File: config.mk
export PLATFORM = sky130hd
export DESIGN_NAME = bitstream_scheduler_flat
export DESIGN_NICKNAME = d
export VERILOG_FILES = /design/src/rtl/bitstream_pkg.sv /design/src/rtl/bitstream_scheduler_if.sv /design/src/rtl/bitstream_sng.sv /design/src/rtl/bitstream_scheduler.sv /design/src/flat_wrapper.sv
export SDC_FILE = /design/constraint.sdc
export NUM_CORES = 1
export LEC_CHECK = 0
export CORE_MARGIN = 8
export CORE_UTILIZATION = 55
export DETAILED_ROUTE_END_ITERATION = 6
export PLACE_DENSITY = 0.78
export RECOVER_POWER = 25
export SYNTH_ARGS = -nofsm -noshare
export SYNTH_HDL_FRONTEND = slang
export SYNTH_SLANG_ARGS = --single-unit
export TNS_END_PERCENT = 1
File: constraint.sdc
create_clock -name clk -period 2.6 [get_ports clk]
set_input_delay 0.52 -clock clk [delete_from_list [all_inputs] [get_ports clk]]
set_output_delay 0.52 -clock clk [all_outputs]
set_load 0.02 [all_outputs]
File: src/rtl/bitstream_pkg.sv
// Types and constants shared by the bitstream scheduler and its stochastic number generator.
package bitstream_pkg;

  typedef enum logic [1:0] {IDLE, RUN, FLUSH, DONE} state_t;

  // x^8+x^6+x^5+x^4+1, as a mask over a left-shifting Fibonacci register.
  localparam logic [7:0] LFSR_TAPS_8  = 8'hB8;
  localparam logic [7:0] SEED_DEFAULT = 8'h01;

  function automatic logic [31:0] lfsr_taps(input int width);
    case (width)
      4:       return 32'h0000_000C;
      16:      return 32'h0000_D008;
      default: return {24'h0, LFSR_TAPS_8};
    endcase
  endfunction

endpackage

File: src/rtl/bitstream_scheduler_if.sv
// Start/busy/done handshake plus bitstream datapath signals of the bitstream scheduler.
interface bitstream_scheduler_if #(
  parameter int N_IN       = 2,
  parameter int DATA_W     = 8,
  parameter int STREAM_LEN = 255
);
  localparam int RES_W = $clog2(STREAM_LEN + 1);

  logic                         start;
  logic [N_IN-1:0][DATA_W-1:0]  in_value;
  logic                         busy;
  logic                         done;
  logic [N_IN-1:0]              bs_out;
  logic                         bs_valid;
  logic                         bs_in;
  logic [RES_W-1:0]             result;

  modport master (
    output start, in_value, bs_in,
    input  busy, done, bs_out, bs_valid, result
  );

  modport slave (
    input  start, in_value, bs_in,
    output busy, done, bs_out, bs_valid, result
  );

endinterface

File: src/rtl/bitstream_sng.sv
// LFSR-plus-comparator stochastic number generator, one comparator per channel.
// BITSTREAM_DECORRELATE_EN rotates each channel's view of the shared LFSR.
module bitstream_sng
  import bitstream_pkg::*;
#(
  parameter int                N_IN   = 2,
  parameter int                DATA_W = 8,
  parameter logic [DATA_W-1:0] SEED   = DATA_W'(SEED_DEFAULT)
) (
  input  logic                        clk,
  input  logic                        rst,
  input  logic                        load,
  input  logic                        en,
  input  logic [N_IN-1:0][DATA_W-1:0] value,
  output logic [N_IN-1:0]             bits
);

  localparam logic [DATA_W-1:0] TAPS = DATA_W'(lfsr_taps(DATA_W));

  logic [DATA_W-1:0] lfsr;

  always_ff @(posedge clk) begin
    if (rst || load) begin
      lfsr <= SEED;
    end else if (en) begin
      lfsr <= {lfsr[DATA_W-2:0], ^(lfsr & TAPS)};
    end
  end

  for (genvar i = 0; i < N_IN; i++) begin : g_ch
    logic [DATA_W-1:0] view;
`ifdef BITSTREAM_DECORRELATE_EN
    localparam int SH = (i * (DATA_W / N_IN)) % DATA_W;
    logic [2*DATA_W-1:0] dbl;
    // Upper half of the shifted doubled word is the left rotation.
    assign dbl  = {lfsr, lfsr} << SH;
    assign view = dbl[2*DATA_W-1 -: DATA_W];
`else
    assign view = lfsr;
`endif
    assign bits[i] = value[i] > view;
  end

endmodule

File: src/rtl/bitstream_scheduler.sv
// Runs one stochastic evaluation: latch inputs, stream STREAM_LEN bits, count network ones.
// Optional BITSTREAM_DECORRELATE_EN is handled inside bitstream_sng.
//
// state | meaning
// IDLE  | waiting for start; result holds last value
// RUN   | STREAM_LEN cycles of live bitstreams, LFSR stepping
// FLUSH | LATENCY cycles draining the network pipeline
// DONE  | one-cycle done pulse, result just updated
module bitstream_scheduler
  import bitstream_pkg::*;
#(
  parameter int                N_IN       = 2,
  parameter int                DATA_W     = 8,
  parameter int                STREAM_LEN = 255,
  parameter int                LATENCY    = 2,
  parameter logic [DATA_W-1:0] SEED       = DATA_W'(SEED_DEFAULT)
) (
  input  logic                 clk,
  input  logic                 rst,
  bitstream_scheduler_if.slave bus
);

  localparam int RES_W = $clog2(STREAM_LEN + 1);
  localparam int TMR_W = $clog2(STREAM_LEN + LATENCY + 1);
  localparam logic [TMR_W-1:0] TMR_LOAD = TMR_W'(STREAM_LEN + LATENCY - 1);
  localparam logic [TMR_W-1:0] RUN_END  = TMR_W'(LATENCY);
  localparam logic [TMR_W-1:0] WIN_TOP  = TMR_W'(STREAM_LEN);

  state_t                      state_q, state_d;
  logic [TMR_W-1:0]            tmr_q;
  logic [RES_W-1:0]            ones_q, ones_nxt, result_q;
  logic [N_IN-1:0][DATA_W-1:0] in_q;
  logic [N_IN-1:0]             sng_bits;
  logic                        load, step, active, sampling;

  always_comb begin
    state_d = state_q;
    load    = 1'b0;
    step    = 1'b0;
    case (state_q)
      IDLE: begin
        if (bus.start) begin
          state_d = RUN;
          load    = 1'b1;
        end
      end
      RUN: begin
        step = 1'b1;
        if (tmr_q == RUN_END) state_d = (LATENCY == 0) ? DONE : FLUSH;
      end
      FLUSH: begin
        if (tmr_q == '0) state_d = DONE;
      end
      DONE:    state_d = IDLE;
      default: state_d = IDLE;
    endcase
  end

  // One timer spans RUN and FLUSH; its low STREAM_LEN values form the count window.
  assign active   = (state_q == RUN) || (state_q == FLUSH);
  assign sampling = active && (tmr_q < WIN_TOP);
  assign ones_nxt = ones_q + RES_W'(sampling & bus.bs_in);

  always_ff @(posedge clk) begin
    if (rst) begin
      state_q  <= IDLE;
      tmr_q    <= '0;
      ones_q   <= '0;
      result_q <= '0;
      in_q     <= '0;
    end else begin
      state_q <= state_d;
      if (load) begin
        tmr_q  <= TMR_LOAD;
        ones_q <= '0;
        in_q   <= bus.in_value;
      end else begin
        if (active) tmr_q <= tmr_q - TMR_W'(1);
        ones_q <= ones_nxt;
        if (state_d == DONE) result_q <= ones_nxt;
      end
    end
  end

  bitstream_sng #(
    .N_IN   (N_IN),
    .DATA_W (DATA_W),
    .SEED   (SEED)
  ) u_sng (
    .clk   (clk),
    .rst   (rst),
    .load  (load),
    .en    (step),
    .value (in_q),
    .bits  (sng_bits)
  );

  assign bus.busy     = (state_q != IDLE);
  assign bus.done     = (state_q == DONE);
  assign bus.bs_valid = (state_q == RUN);
  assign bus.bs_out   = (state_q == RUN) ? sng_bits : '0;
  assign bus.result   = result_q;

endmodule

File: src/flat_wrapper.sv
// flat-port wrapper written by rule: the top's interface ports become plain ports
module bitstream_scheduler_flat import bitstream_pkg::*;
#(
  parameter int                N_IN       = 2,
  parameter int                DATA_W     = 8,
  parameter int                STREAM_LEN = 255,
  parameter int                LATENCY    = 2,
  parameter logic [DATA_W-1:0] SEED       = DATA_W'(SEED_DEFAULT)
)
  (clk, rst, bus_start, bus_in_value, bus_bs_in, bus_busy, bus_done, bus_bs_out, bus_bs_valid, bus_result);
  bitstream_scheduler_if #(.N_IN(N_IN), .DATA_W(DATA_W), .STREAM_LEN(STREAM_LEN)) bus_i ();
  input  logic clk;
  input  logic rst;
  input wire logic [$bits(bus_i.start)-1:0] bus_start;
  input wire logic [$bits(bus_i.in_value)-1:0] bus_in_value;
  input wire logic [$bits(bus_i.bs_in)-1:0] bus_bs_in;
  output wire logic [$bits(bus_i.busy)-1:0] bus_busy;
  output wire logic [$bits(bus_i.done)-1:0] bus_done;
  output wire logic [$bits(bus_i.bs_out)-1:0] bus_bs_out;
  output wire logic [$bits(bus_i.bs_valid)-1:0] bus_bs_valid;
  output wire logic [$bits(bus_i.result)-1:0] bus_result;
  assign bus_i.start = bus_start;
  assign bus_i.in_value = bus_in_value;
  assign bus_i.bs_in = bus_bs_in;
  assign bus_busy = bus_i.busy;
  assign bus_done = bus_i.done;
  assign bus_bs_out = bus_i.bs_out;
  assign bus_bs_valid = bus_i.bs_valid;
  assign bus_result = bus_i.result;
  bitstream_scheduler #(.N_IN(N_IN), .DATA_W(DATA_W), .STREAM_LEN(STREAM_LEN), .LATENCY(LATENCY), .SEED(SEED)) u_core (.clk(clk), .rst(rst), .bus(bus_i));
endmodule
# After elaboration in Yosys (flattened, before gate mapping)
# Index checks and enable logic that the tools add are counted.
totals:
  ff_bits: 51
  input_bits: 20
  output_inout_bits: 13
  word_cells: 40
op_classes:
  addsub: 2
  magnitude_cmp: 3
  n_eq_ne: 5
  muxes: 10
  bitwise_logic: 2
  n_reduce_logical: 10
ops:
  columns: ["cell", "count"]
  rows:
  - ["2-to-1 mux 9 bit", 2]
  - ["> comparator 8 bit", 2]
  - ["equality test 9 x 2 -> 1 bit (second input constant)", 1]
  - ["logical NOT 9 bit", 1]
  - ["< comparator 9 x 8 -> 1 bit (second input constant)", 1]
  - ["subtractor 9 x 1 -> 9 bit (second input constant)", 1]
  - ["adder 8 bit", 1]
  - ["2-to-1 mux 2 bit", 4]
  - ["case mux 2 bit (4 select lines)", 1]
  - ["XOR reduction 8 bit", 1]
  - ["equality test 2 bit (second input constant)", 3]
  - ["nonzero test 2 bit", 2]
  - ["2-to-1 mux 1 bit", 3]
  - ["equality test 2 x 1 -> 1 bit (second input constant)", 1]
  - ["logical NOT 2 bit", 1]
  - ["logical OR 1 bit", 2]
  - ["AND reduction 2 bit", 1]
  - ["OR reduction 2 bit", 1]
  - ["AND 1 bit", 1]
  - ["logical AND 1 bit", 1]
  - ["inverter 1 bit", 1]

# Depth between registers and ports, before layout
logic_depth:
  word_depth: 5
  mapped_depth: 9
  ltp_nobuf: 9

# By module
# From an unflattened synthesis, not the netlist that was laid out.
hier_totals:
  hier_cells: 293
  area_unflattened_um2: 2561.2
by_module_without_submodules:
  columns: ["mod", "n_inst", "cells_each", "area_each_um2", "seq_area_each_um2"]
  rows:
  - ["bitstream_scheduler", 1, 215, 1885.6, 860.8]
  - ["bitstream_sng", 1, 78, 675.6, 160.2]

# Worst setup path before layout
# Ideal clock, no wire load.
synth_path:
  path_kind: "register to output"
  startpoint: "reg u_core.state_q[1]"
  endpoint: "out bus_bs_out[0]"
  t_arrival_ns: 1.495
  slack_ns: 0.585
  path_stages_with_launch: 5
  n_path_buf: 1
  path_cell_list: "dfxtp_1 -> inv_1 -> ha_1 -> buf_1 -> o221a_2"
synth_via:
  elab_chain_cells: 2
synth_rtl:
  columns: ["element", "line", "rtl"]
  rows:
  - ["start, declared", "bitstream_scheduler.sv:29", "state_t state_q, state_d;"]
  - ["start signal, assigned", "bitstream_scheduler.sv:72", "state_q <= state_d;"]
  - ["equality test 2 x 1 -> 1 bit", null, null]
  - ["via bus_bs_valid", "flat_wrapper.sv:20", "output wire logic [$bits(bus_i.bs_valid)-1:0] bus_bs_valid;"]
  - ["2-to-1 mux 2 bit", "bitstream_scheduler.sv:101", "assign bus.bs_out = (state_q == RUN) ? sng_bits : '0;"]
  - ["end, declared", "flat_wrapper.sv:19", "output wire logic [$bits(bus_i.bs_out)-1:0] bus_bs_out;"]
# The timed path passes the listed nets, and every way through them passes these cells.

# Worst setup path after layout
layout_path:
  startpoint: "reg u_core.u_sng.lfsr[1], in the netlist u_core.u_sng.g_ch[0].view[1]"
  endpoint: "out bus_bs_out[0]"
layout_via:
  elab_chain_cells: 2
layout_rtl:
  columns: ["element", "line", "rtl"]
  rows:
  - ["start, declared", "bitstream_sng.sv:20", "logic [DATA_W-1:0] lfsr;"]
  - ["start signal, assigned", "bitstream_sng.sv:26", "lfsr <= {lfsr[DATA_W-2:0], ^(lfsr & TAPS)};"]
  - ["> comparator 8 bit", "bitstream_sng.sv:41", "assign bits[i] = value[i] > view;"]
  - ["2-to-1 mux 2 bit", "bitstream_scheduler.sv:101", null]
# Every way passes these cells.

==> metrics.cfg <==
[clocking]
cts-resized-gates = 7
insertion_delay_ns = 0.31
clockBufferDepth = 2
h-tree-depth = 2
root_buffer = clkbuf_8
numCtsBuffers = 5
clk_pin_slew_ns = 0.09
hold_buffers = 0
cts_tree = built
post_cts_buffers = 0
clock-sinks = 51

[logic_synthesis]
synthAdderAreaFrac_pct = 12.6
synthMuxAreaShare_pct = 2.72
synth_common_cells = dfxtp_1, nand2_1, a21oi_1, ha_1, nor2_1
synth_top_family_by_area = simple AND/OR/NAND/NOR gates
synth_compound_area_share_pct = 14.9
syn-cell-area_sq_mm = 0.00258
async_flop_share_pct = 0
synthSimpleGateAreaFrac_pct = 20.8
ys_warn_count = 0
synth_xor_area_share_pct = 4.75
synth-main-ff-cell = dfxtp_1
synth_nets = 337
synth_cell_types = 35
synth-edff-count = 0
synth_top_area_share_pct = 39.6
ys_seq_area_share_pct = 39.6
synth_seq_cells = 51
yosys.cell_count.top_type = dfxtp_1
yosys.area.top_type = dfxtp_1
syn_inst = 291
syn_area_per_cell_sq_um = 8.87
synth_area_leaders = dfxtp_1, ha_1, a21oi_1

[sta]
worst_slew_pin_slew_ns = 0.765
fin_setup_tns_ns = 0
hold_slack_ns = 0.459
slew_viol_final = 0
period_share_pct = 95.1
min_period_ns = 2.47
setup_violations = 0
finalWorstSetupSlack_ns = 0.127
fmax_mhz = 404
skew_ns = 0.00448
rsz0062_at_grt = no
finalHoldViolations = 0
slew-limit-headroom_pct = 49.0

[min_path]
worstHoldStart = u_core.in_q[8]
hp-class = flip-flop to flip-flop

[setup_path]
cp-endpoint = bus_bs_out[0]
required_ns = 2.08
r2r_slack_ns = 0.32
crit_start = u_core.u_sng.g_ch[0].view[1]
r2r-end = u_core.bus.result[4]
crit_type = flip-flop to output pin
reg2reg_depth = 9
worstSetupEndpointType = output pin
cp-start-kind = flip-flop
worstPathArrival_ns = 1.95
r2r_start = u_core.state_q[0]
crit_path_max_fanout = 3

[power_and_ir_drop]
p_leak_nw = 1.15
ir_worst_vdd_mv = 0.325
powerDensity_mw_per_mm2 = 587
fin_total_pwr_mw = 1.78

[detailed_routing]
via_count = 2063
dr.pass1.iters = 4
drt_wl_total_um = 5660
remaining_drc_errors = 0
drtIter0Drc = 128
wl_per_cell_um = 15.0
drtAntennaViolNets = 0
drt-vias-per-instance = 5.46

[floorplan]
die_w_um = 84.5
rows = 25
design.core.area_sq_mm = 0.00463
initial_core_util_pct = 55.7
ios = 33
die_area_sq_mm = 0.00714
die_y_um = 84.5

[finish]
finalNetCount = 369
final_util_pct = 65.6
drive_above_1_share_pct = 9.88
area_delta_synth_final_pct = 17.7
diodes = 0

[place]
io_buffers = 32
place_ws_ns = 0.0717
dp_hpwl_um = 4060
gp_congestion = 0.829

[grt]
grt_pass1_vias = 2161
grt_pass1_wl_um = 9690
antenna_found_initial = 0
grt_overflow_total = 0
grt_max_degree = 29
grtUsageTotal_pct = 16.7

[outcome]
status = completed

[run]
cap_violations = 0

state kept, by name, summed over array words and instances (netlist names):
| name | flops |
|---|---|
| u_core.in_q | 16 |
| u_core.state_q | 2 |
| u_core.bus.result | 8 |
| u_core.u_sng.g_ch.view | 8 |
| u_core.tmr_q | 9 |
| u_core.ones_q | 8 |
worst min path at each step:
| stage | cells after the start | end | slack, ns |
|---|---|---|---|
| after CTS | 2 | u_core.in_q[0] | 0.46 |
| after global placement | 2 | u_core.in_q[8] | 0.44 |
| after floorplan | 2 | u_core.in_q[0] | 0.44 |
| after global routing | 2 | u_core.in_q[0] | 0.48 |
| after detailed placement | 2 | u_core.in_q[0] | 0.45 |
| final | 2 | u_core.in_q[8] | 0.46 |
power by group:
group | internal, mW | switching [mW]
Combinational | 0.185 | 0.223
Sequential | 0.824 | 0.0457
Clock | 0.243 | 0.262
area by class of cell:
type                    count  area, sq um
multi-input cells         212         1440
clock buffers               8          100
flip-flops and latches     51         1020
well taps                  54         67.6
fillers                   390         1590
inverters                  16         60.1
repair buffers             37          344
kinds of logic after synthesis:
logic type	Yosys count
buffers and inverters	28
adders and majority gates	26
AOI/OAI and AO/OA	57
xor gates and xnor gates	14
DFF	51
and+or+nand+nor	108
muxes	7
routing by layer:
layer / vias to the layer above / track usage, % / share of wire (%) / routed length, um
met3: 11 / 4.29 / 3.9 / 220
met1: 953 / 19.5 / 47 / 2660
met5: - / 0 / 0 / 0
li1: 1062 / - / - / -
met2: 37 / 27.8 / 47 / 2660
met4: 0 / 7.77 / 2.1 / 119
layout by cell type (no fill, tap or decap), types with 2 or more instances in the layout:
cell type and count:
nor2_1 23, o21ai_0 5, xor2_1 7, mux2i_1 7, o21a_1 2, nand2_1 41
o21ai_1 2, a21oi_1 34, a211oi_2 6, nand2b_1 6, clkbuf_1 2, clkbuf_8 7
ha_1 26, and3_1 4, dfxtp_1 49, xnor2_1 7, nor3_1 4, and2_1 3
clkdlybuf4s50_1 30, nor2b_1 5, buf_2 2, o221a_2 3, nand4_1 7, dfxtp_2 2
buf_4 4, inv_1 16, nand3_1 7
critical path, stage by stage, from the launching register on:
cell	delay [ns]
dfxtp_2	0.35
inv_1	0.06
ha_1	0.30
nor2b_1	0.14
o21a_1	0.19
o21ai_2	0.14
a21oi_1	0.08
o221a_2	0.24
buf_2	0.16
stage by stage:
step | cell area (sq um) | instances
5_1_grt | 3040 | 378
2_1_floorplan | 2580 | 291
3_5_place_dp | 2950 | 370
4_1_cts | 3050 | 378
6_report | 3040 | 378
3_3_place_gp | 2950 | 370
Power figures use the tool's default switching activity.
